**config.mk**
```make
export PLATFORM = sky130hd
export DESIGN_NAME = bus_arbiter
export DESIGN_NICKNAME = d
export VERILOG_FILES = /design/src/rtl/bus_arbiter.sv
export SDC_FILE = /design/constraint.sdc
export NUM_CORES = 1
export LEC_CHECK = 0
export ABC_AREA = 1
export CAP_MARGIN = 20
export CORE_AREA = 10 10 116 118
export DETAILED_ROUTE_END_ITERATION = 10
export DIE_AREA = 0 0 126 128
export PLACE_DENSITY = 0.83
export SLEW_MARGIN = 15
export SYNTH_ARGS = -nofsm -noshare
export SYNTH_HDL_FRONTEND = slang
export SYNTH_SLANG_ARGS = --single-unit
```
**constraint.sdc**
```tcl
create_clock -name clk_i -period 2.1 [get_ports clk_i]
set_input_delay 0.525 -clock clk_i [delete_from_list [all_inputs] [get_ports clk_i]]
set_output_delay 0.525 -clock clk_i [all_outputs]
set_load 0.02 [all_outputs]
```
**src/rtl/bus_arbiter.sv**
```systemverilog
// bus_arbiter
// Shares one pipelined Wishbone master port between two requesters:
//   s1 = instruction fetch, s2 = load/store.
// Ownership is held for a whole Wishbone cycle (cyc). Load/store wins
// contention, except that once s2 has won STARVATION_LIMIT contended
// arbitrations in a row, s1 is forced to win. The number of strobes in
// flight without ack is bounded by MAX_OUTSTANDING.
//
// Handshake: a strobe is transferred on a clock edge where stb=1 and
// stall=0 (stb is "valid", ~stall is "ready"); an ack retires one
// transferred strobe. The requester must hold adr/dat/we/sel stable while
// stb=1 and stall=1.
//
// Ports:
//   clk_i, rst_i        clock, synchronous active-high reset
//   s1_wb_*             fetch-side Wishbone slave port
//   s2_wb_*             load/store-side Wishbone slave port
//   m_wb_*              external Wishbone master port
//   owner_o             0 idle, 1 s1 owns, 2 s2 owns (the FSM state itself)
module bus_arbiter #(
  parameter int MAX_OUTSTANDING  = 4,
  parameter int STARVATION_LIMIT = 8
) (
  input  logic        clk_i,
  input  logic        rst_i,
  input  logic [31:0] s1_wb_adr_i,
  output logic [31:0] s1_wb_dat_o,
  input  logic [31:0] s1_wb_dat_i,
  input  logic        s1_wb_we_i,
  input  logic [3:0]  s1_wb_sel_i,
  input  logic        s1_wb_stb_i,
  output logic        s1_wb_ack_o,
  input  logic        s1_wb_cyc_i,
  output logic        s1_wb_stall_o,
  input  logic [31:0] s2_wb_adr_i,
  output logic [31:0] s2_wb_dat_o,
  input  logic [31:0] s2_wb_dat_i,
  input  logic        s2_wb_we_i,
  input  logic [3:0]  s2_wb_sel_i,
  input  logic        s2_wb_stb_i,
  output logic        s2_wb_ack_o,
  input  logic        s2_wb_cyc_i,
  output logic        s2_wb_stall_o,
  output logic [31:0] m_wb_adr_o,
  input  logic [31:0] m_wb_dat_i,
  output logic [31:0] m_wb_dat_o,
  output logic        m_wb_we_o,
  output logic [3:0]  m_wb_sel_o,
  output logic        m_wb_stb_o,
  input  logic        m_wb_ack_i,
  output logic        m_wb_cyc_o,
  input  logic        m_wb_stall_i,
  output logic [1:0]  owner_o
);

  // Encoding doubles as owner_o, so the state is always observable.
  typedef enum logic [1:0] {
    IDLE   = 2'd0,
    OWN_S1 = 2'd1,
    OWN_S2 = 2'd2
  } state_t;

  state_t      state_q, state_d;
  logic [3:0]  cnt_q, cnt_d;
  logic [7:0]  starve_q, starve_d;

  logic        full;
  logic        own_cyc;
  logic        stb_fwd;
  logic        ack_fwd;

  // Read data fans out to both requesters; only ack qualifies it.
  assign s1_wb_dat_o = m_wb_dat_i;
  assign s2_wb_dat_o = m_wb_dat_i;
  assign owner_o     = state_q;

  // State register
  always_ff @(posedge clk_i) begin
    if (rst_i) begin
      state_q  <= IDLE;
      cnt_q    <= 4'd0;
      starve_q <= 8'd0;
    end else begin
      state_q  <= state_d;
      cnt_q    <= cnt_d;
      starve_q <= starve_d;
    end
  end

  // Next-state and counter logic
  always_comb begin
    state_d  = state_q;
    cnt_d    = cnt_q;
    starve_d = starve_q;
    case (state_q)
      IDLE: begin
        cnt_d = 4'd0;
        if (s1_wb_cyc_i && s2_wb_cyc_i) begin
          if (starve_q < 8'(STARVATION_LIMIT)) begin
            state_d = OWN_S2;
            if (starve_q != 8'hFF) starve_d = starve_q + 8'd1;
          end else begin
            state_d  = OWN_S1;
            starve_d = 8'd0;
          end
        end else if (s1_wb_cyc_i) begin
          state_d  = OWN_S1;
          starve_d = 8'd0;
        end else if (s2_wb_cyc_i) begin
          state_d = OWN_S2;
        end
      end
      OWN_S1, OWN_S2: begin
        // Dropping cyc ends ownership; acks still in flight are lost
        // because IDLE forwards none.
        if (!own_cyc) begin
          state_d = IDLE;
          cnt_d   = 4'd0;
        end else if (stb_fwd && !ack_fwd) begin
          cnt_d = cnt_q + 4'd1;
        end else if (!stb_fwd && ack_fwd) begin
          cnt_d = cnt_q - 4'd1;
        end
      end
      default: begin
        state_d = IDLE;
        cnt_d   = 4'd0;
      end
    endcase
  end

  // Output logic
  always_comb begin
    m_wb_adr_o    = 32'd0;
    m_wb_dat_o    = 32'd0;
    m_wb_we_o     = 1'b0;
    m_wb_sel_o    = 4'd0;
    m_wb_stb_o    = 1'b0;
    m_wb_cyc_o    = 1'b0;
    s1_wb_stall_o = 1'b1;
    s1_wb_ack_o   = 1'b0;
    s2_wb_stall_o = 1'b1;
    s2_wb_ack_o   = 1'b0;
    own_cyc       = 1'b0;
    full          = (cnt_q == 4'(MAX_OUTSTANDING));
    // An ack with nothing outstanding is spurious and is dropped.
    ack_fwd       = 1'b0;
    case (state_q)
      OWN_S1: begin
        own_cyc       = s1_wb_cyc_i;
        m_wb_adr_o    = s1_wb_adr_i;
        m_wb_dat_o    = s1_wb_dat_i;
        m_wb_we_o     = s1_wb_we_i;
        m_wb_sel_o    = s1_wb_sel_i;
        m_wb_cyc_o    = s1_wb_cyc_i;
        m_wb_stb_o    = s1_wb_stb_i & ~full;
        s1_wb_stall_o = m_wb_stall_i | full;
        ack_fwd       = m_wb_ack_i & (cnt_q != 4'd0);
        s1_wb_ack_o   = ack_fwd;
      end
      OWN_S2: begin
        own_cyc       = s2_wb_cyc_i;
        m_wb_adr_o    = s2_wb_adr_i;
        m_wb_dat_o    = s2_wb_dat_i;
        m_wb_we_o     = s2_wb_we_i;
        m_wb_sel_o    = s2_wb_sel_i;
        m_wb_cyc_o    = s2_wb_cyc_i;
        m_wb_stb_o    = s2_wb_stb_i & ~full;
        s2_wb_stall_o = m_wb_stall_i | full;
        ack_fwd       = m_wb_ack_i & (cnt_q != 4'd0);
        s2_wb_ack_o   = ack_fwd;
      end
      default: ;
    endcase
    stb_fwd = m_wb_stb_o & ~m_wb_stall_i;
  end

endmodule

```
======== Yosys cells after proc, flatten, opt, wreduce, memory -nomap -nowiden ========
Index checks and enable logic that the tools add are counted.
Widths: inputs -> output; s select.
storage, ports and cells
  bits in registers ....................... 14
operators by class
  magnitude comparators ................... 1
  add/subtract/negate cells ............... 3
  eq/ne operators ......................... 7
  reductions and logical operators ........ 13
  multiplexer cells ....................... 23
  bitwise gates (word level) .............. 9
operators by type and width
  kind                 count
  $pmux 32 s2          2
  $mux 8               4
  $mux 2               5
  $add 8x1->8 const B  1
  $lt 8x4->1 const B   1
  $mux 4               2
  $ne 8x8->1 const B   1
  $pmux 4 s2           1
  $pmux 1 s2           3
  $mux 1               5
  $add 4x1->4 const B  1
  $and 1x1->1          4
  $eq 4x3->1 const B   1
  $ne 4x4->1 const B   1
  $not 1->1            4
  $pmux 2 s2           1
  $reduce_bool 2->1    2
  $reduce_bool 4->1    1
  $sub 4x1->4 const B  1
  $logic_and 1x1->1    3
  $ne 3x2->1 const B   1
  $reduce_and 3->1     1
  $reduce_or 3->1      1
  $eq 2x1->1 const B   1
  7 further kinds      8

======== Longest topological paths before layout ========
Gate-level depths: netlist of run 1.
  word-level depth ........................ 9
  gate-level depth with buffers ........... 17

======== Worst setup path before layout of run 1 ========
No wires, ideal clock.
  kind .................................... flip-flop to flip-flop
  start ................................... register state_q[0] (netlist: owner_o[0])
  end ..................................... register cnt_q[3]
  data arrival time ....................... 2.437 ns
  slack ................................... -0.403 ns
  stages on the path, launching flop included .. 18
  required time ........................... 2.034 ns
  cells stage by stage .................... dfxtp_1 -> inv_1 -> ha_1 -> buf_2 -> buf_6 -> inv_2 -> o211ai_1 -> nor3_1 -> ha_1 -> inv_1 -> ha_1 -> nand2_1 -> nand2_1 -> nor2_1 -> nand2_1 -> nand2_1 -> nand2_1 -> a21oi_2
on the way
  longest elaborated chain between the ends .. 6
ends and longest elaborated chain
  what                                                          line      text
  from (decl)                                                   63        state_t state_q, state_d;
  from (signal assigned)                                        84        state_q <= state_d;
  $eq 2x2->1 / $eq 2x1->1 (equally long branches)               95, 148
  $pmux 1 s2 / $reduce_or 2->1 (equally long branches)          -
  $and 1x1->1 / $mux 1 (equally long branches)                  -
  $logic_not 1->1, on equally long branches                     121, 119
  $logic_and 1x1->1, on equally long branches                   121, 119
  $reduce_bool 2->1 (no line) / $mux 4 (equally long branches)  -
  to (signal assigned)                                          85        cnt_q <= cnt_d;
  to (decl)                                                     64        logic [3:0] cnt_q, cnt_d;
Several ways; a longest one is shown, not always the timed one.
A chain may end at the register's enable or synchronous reset.

======== Final worst setup path of run 1 ========
  start ................................... register state_q[1] (netlist: owner_o[1])
  end ..................................... output m_wb_dat_o[25]
on the way
  longest elaborated chain between the ends .. 2
ends and longest elaborated chain
  what                                             line  text
  $eq 2x2->1 / $eq 2x1->1 (equally long branches)  148   case (state_q)
  $pmux 32 s2 (*)                                  148
  to (decl)                                        46    output logic [31:0] m_wb_dat_o,
Every way passes the cells marked *; elsewhere a longest branch is shown, timed or not.

==> metrics.txt, run 1 <==
row count 39; share of post-route cells with drive strength above 1 38.8%; Post-CTS Hold Fix Bufs 0; via count between 3000 and 4000; Slew headroom between 80% and 90%; clk_lat worst skew 250 ps; Routed Antenna Nets 0; GR Util All Layers between 10% and 20%; Crit Path Category reg -> out; Synth Net Count 605; DP Worst Slack -392 ps; setup slack, reg-to-reg -90 ps; Startpoint Class register; initial drt markers roughly 130; setup violators final 66; Yosys reg bits 14; largest area contributor in the netlist nand2_1; combinational share of power between 70% and 80%; max-cap viol count 0; nets@finish 794; DRT Pass-1 Iters 4; dpl hpwl between 10 and 15 mm; Routed Wire Length approximately 14 mm; initial antenna violation count 1; NetSw between 0.0009 and 0.001 W; initial core utilization between 20% and 30%; min cycle time layout roughly 2300 ps; period utilisation layout 107%; Slew @ Worst Pin about 260 ps; synth top area cells nand2_1 27%, buf_4 21%, a21oi_1 16%; Placement Cell Area 4470 sq um; CP Max Fanout 6; clk root buf clkbuf_16; crit path DAT between 1500 and 2000 ps; Post-Syn Area per Cell between 5 and 6 sq um; clk buf depth 2; CTS tree built; FMAX 0.444 GHz; CP max stage cell dfxtp_4; Sequential Power Share between 10% and 20%; DRC 0; Pint 0.00142 W; die height between 100 and 150 microns; clock skew 5.03 ps; non-filler cells, final between 700 and 800; n_diodes 0; CTS Sinks 14; Routability Congestion slightly above 0.8; VDD IR-drop max around 440 uV; most common cell after layout, fill and taps aside clkdlybuf4s50_1; Hold Slack approximately 440 ps; Routed WL per cell 18.4 microns; vias in the first global route between 3000 and 4000; Die Width 126 microns; largest stage delay on the critical path between 300 and 400 ps; failing checks setup timing; Hold Path Class reg -> reg; Sw Ratio between 30% and 40%; largest net degree at the start of global routing 39; synth unique cells 28; critical-path cell list buf_6 > ha_4 > buf_4 > buf_8 > buf_6 > clkbuf_16 > nand2_1 > a21oi_2 > buf_4; depth of the CTS H-tree 1; post-synth top area share approximately 27%; Pleak slightly below 2 nW; kind of end point of the critical path output pin; io pins between 300 and 400; Mapped Area 2350 sq um; grt ovf 0; Inst Count DP a little over 700; Final Hold Viols 0; setup slack after layout -152 ps; Vias/cell approximately 4.4; P&R area growth vs syn 120%; Post-Layout Inst Area between 5000 and 6000 sq um; proportion of power drawn by the clock network between 10% and 20%; status finished with violations; Power per Cell Area about 460 nW/um^2; CTS buffer count 3; WP buf/inv 6; Worst Path Required approximately 1600 ps; most frequent cells in the layout 146 x clkdlybuf4s50_1, 140 x nand2_1, 54 x a21oi_2; Die Footprint between 15000 and 20000 sq um; Yosys warning count 0; Core Box Area 11200 sq um; first-pass GRT wire length roughly 18 mm; post-synthesis cell count ~420; sequential-to-total area share from yosys stat around an eighth; Worst-path clk slew about 50 ps; cell family with most CP delay buffers and inverters; IO buf count ~220; Final Max Tran Viols 0; RSZ-0062 raised after global routing true
cells in the mapped netlist:
library cell and count:
inv_2 4, clkbuf_1 5, o21ai_1 1, buf_4 66
or2_1 1, nor2_1 12, a21boi_1 1, clkinv_2 1
buf_2 15, or2_0 1, nor2_2 1, o21ai_0 2
buf_6 2, nand2_1 168, ha_1 8, o211ai_1 1
fa_1 1, nor3_2 1, nor3_1 4, dfxtp_1 14
o21ai_2 1, xor2_1 3, a21oi_2 3, inv_1 16
xnor2_1 1, nand3_1 6, nand2_2 4, a21oi_1 75
state kept, by name, indices dropped and copies added, names as in the netlist:
signal / count
owner_o: 2
cnt_q: 4
starve_q: 8
cell type report:
cell class	count	area, sq um
clock buffer	4	88.8
multi-input combinational	295	1710
timing repair buffer	272	2810
sequential	14	288
tap	143	179
inverter	21	87.6
fill	1060	6070
power groups by stage:
| stage | Clock (W) | Sequential (W) | Combinational [W] |
|---|---|---|---|
| after floorplan | 0 | 0.000298 | 0.000767 |
| after global placement | 0 | 0.000289 | 0.00130 |
| after detailed placement | 0 | 0.000289 | 0.00131 |
| after CTS | 0.000410 | 0.000286 | 0.00131 |
| after global routing | 0.000415 | 0.000288 | 0.00178 |
| final | 0.000399 | 0.000286 | 0.00167 |
what timing repair did:
| item | in CTS | in global routing |
|---|---|---|
| hold endpoints to repair | 0 | 0 |
| pin swaps | 12 | 16 |
| cloned | 1 | 7 |
| buffers inserted | 6 | 8 |
| endpoints found under the setup margin | 78 | 49 |
| gates resized for setup | 331 | 177 |
worst paths after layout:
check,from,to,cells after the start
max,owner_o[1],m_wb_dat_o[25],9
min,starve_q[6],starve_q[6],2
max reg2reg,owner_o[1],cnt_q[3],16
min reg2reg,starve_q[6],starve_q[6],2
cells by family after synthesis:
| logic type | after synthesis | share of synthesized area, % |
|---|---|---|
| compound gates | 84 | 18.8 |
| fa+ha+maj | 9 | 5.12 |
| flops | 14 | 11.9 |
| simple gates | 198 | 33.2 |
| xor+xnor | 4 | 1.49 |
| buf+inv | 109 | 29.5 |
worst register-to-register path, delay by kind of cell (launching register included):
family / cells / cell delay, ps
fa+ha+maj: 3 / 640
simple gates: 7 / 570
flops: 1 / 350
buf+inv: 4 / 320
compound gates: 2 / 230
layer usage:
| layer | share of wire [%] | GRT usage (%) | wire [microns] | up-vias |
|---|---|---|---|---|
| met1 | 36 | 14.8 | 4910 | 1448 |
| met5 | 0.095 | 0 | 13 | - |
| met3 | 12 | 7.82 | 1610 | 25 |
| li1 | - | - | - | 1632 |
| met4 | 1.6 | 2.75 | 220 | 2 |
| met2 | 51 | 24.0 | 7000 | 195 |
per-stage QoR:
stage | util (%) | TNS [ps] | power [W]
6_report | 46.0 | -6640 | 0.00236
5_1_grt | 46.0 | -11360 | 0.00249
4_1_cts | 39.2 | -323 | 0.00201
3_5_place_dp | 39.8 | -19870 | 0.00160
3_3_place_gp | 39.8 | -18920 | 0.00158
2_1_floorplan | - | -337 | 0.00106
Note: power is estimated with default switching activity, not from simulation.
==> run 2: changes to the inputs <==
Settings changed: CTS_CLUSTER_DIAMETER from default to 50.
==> results of run 2 <==
Final layout, timing and power as in run 1 (identical DEF).
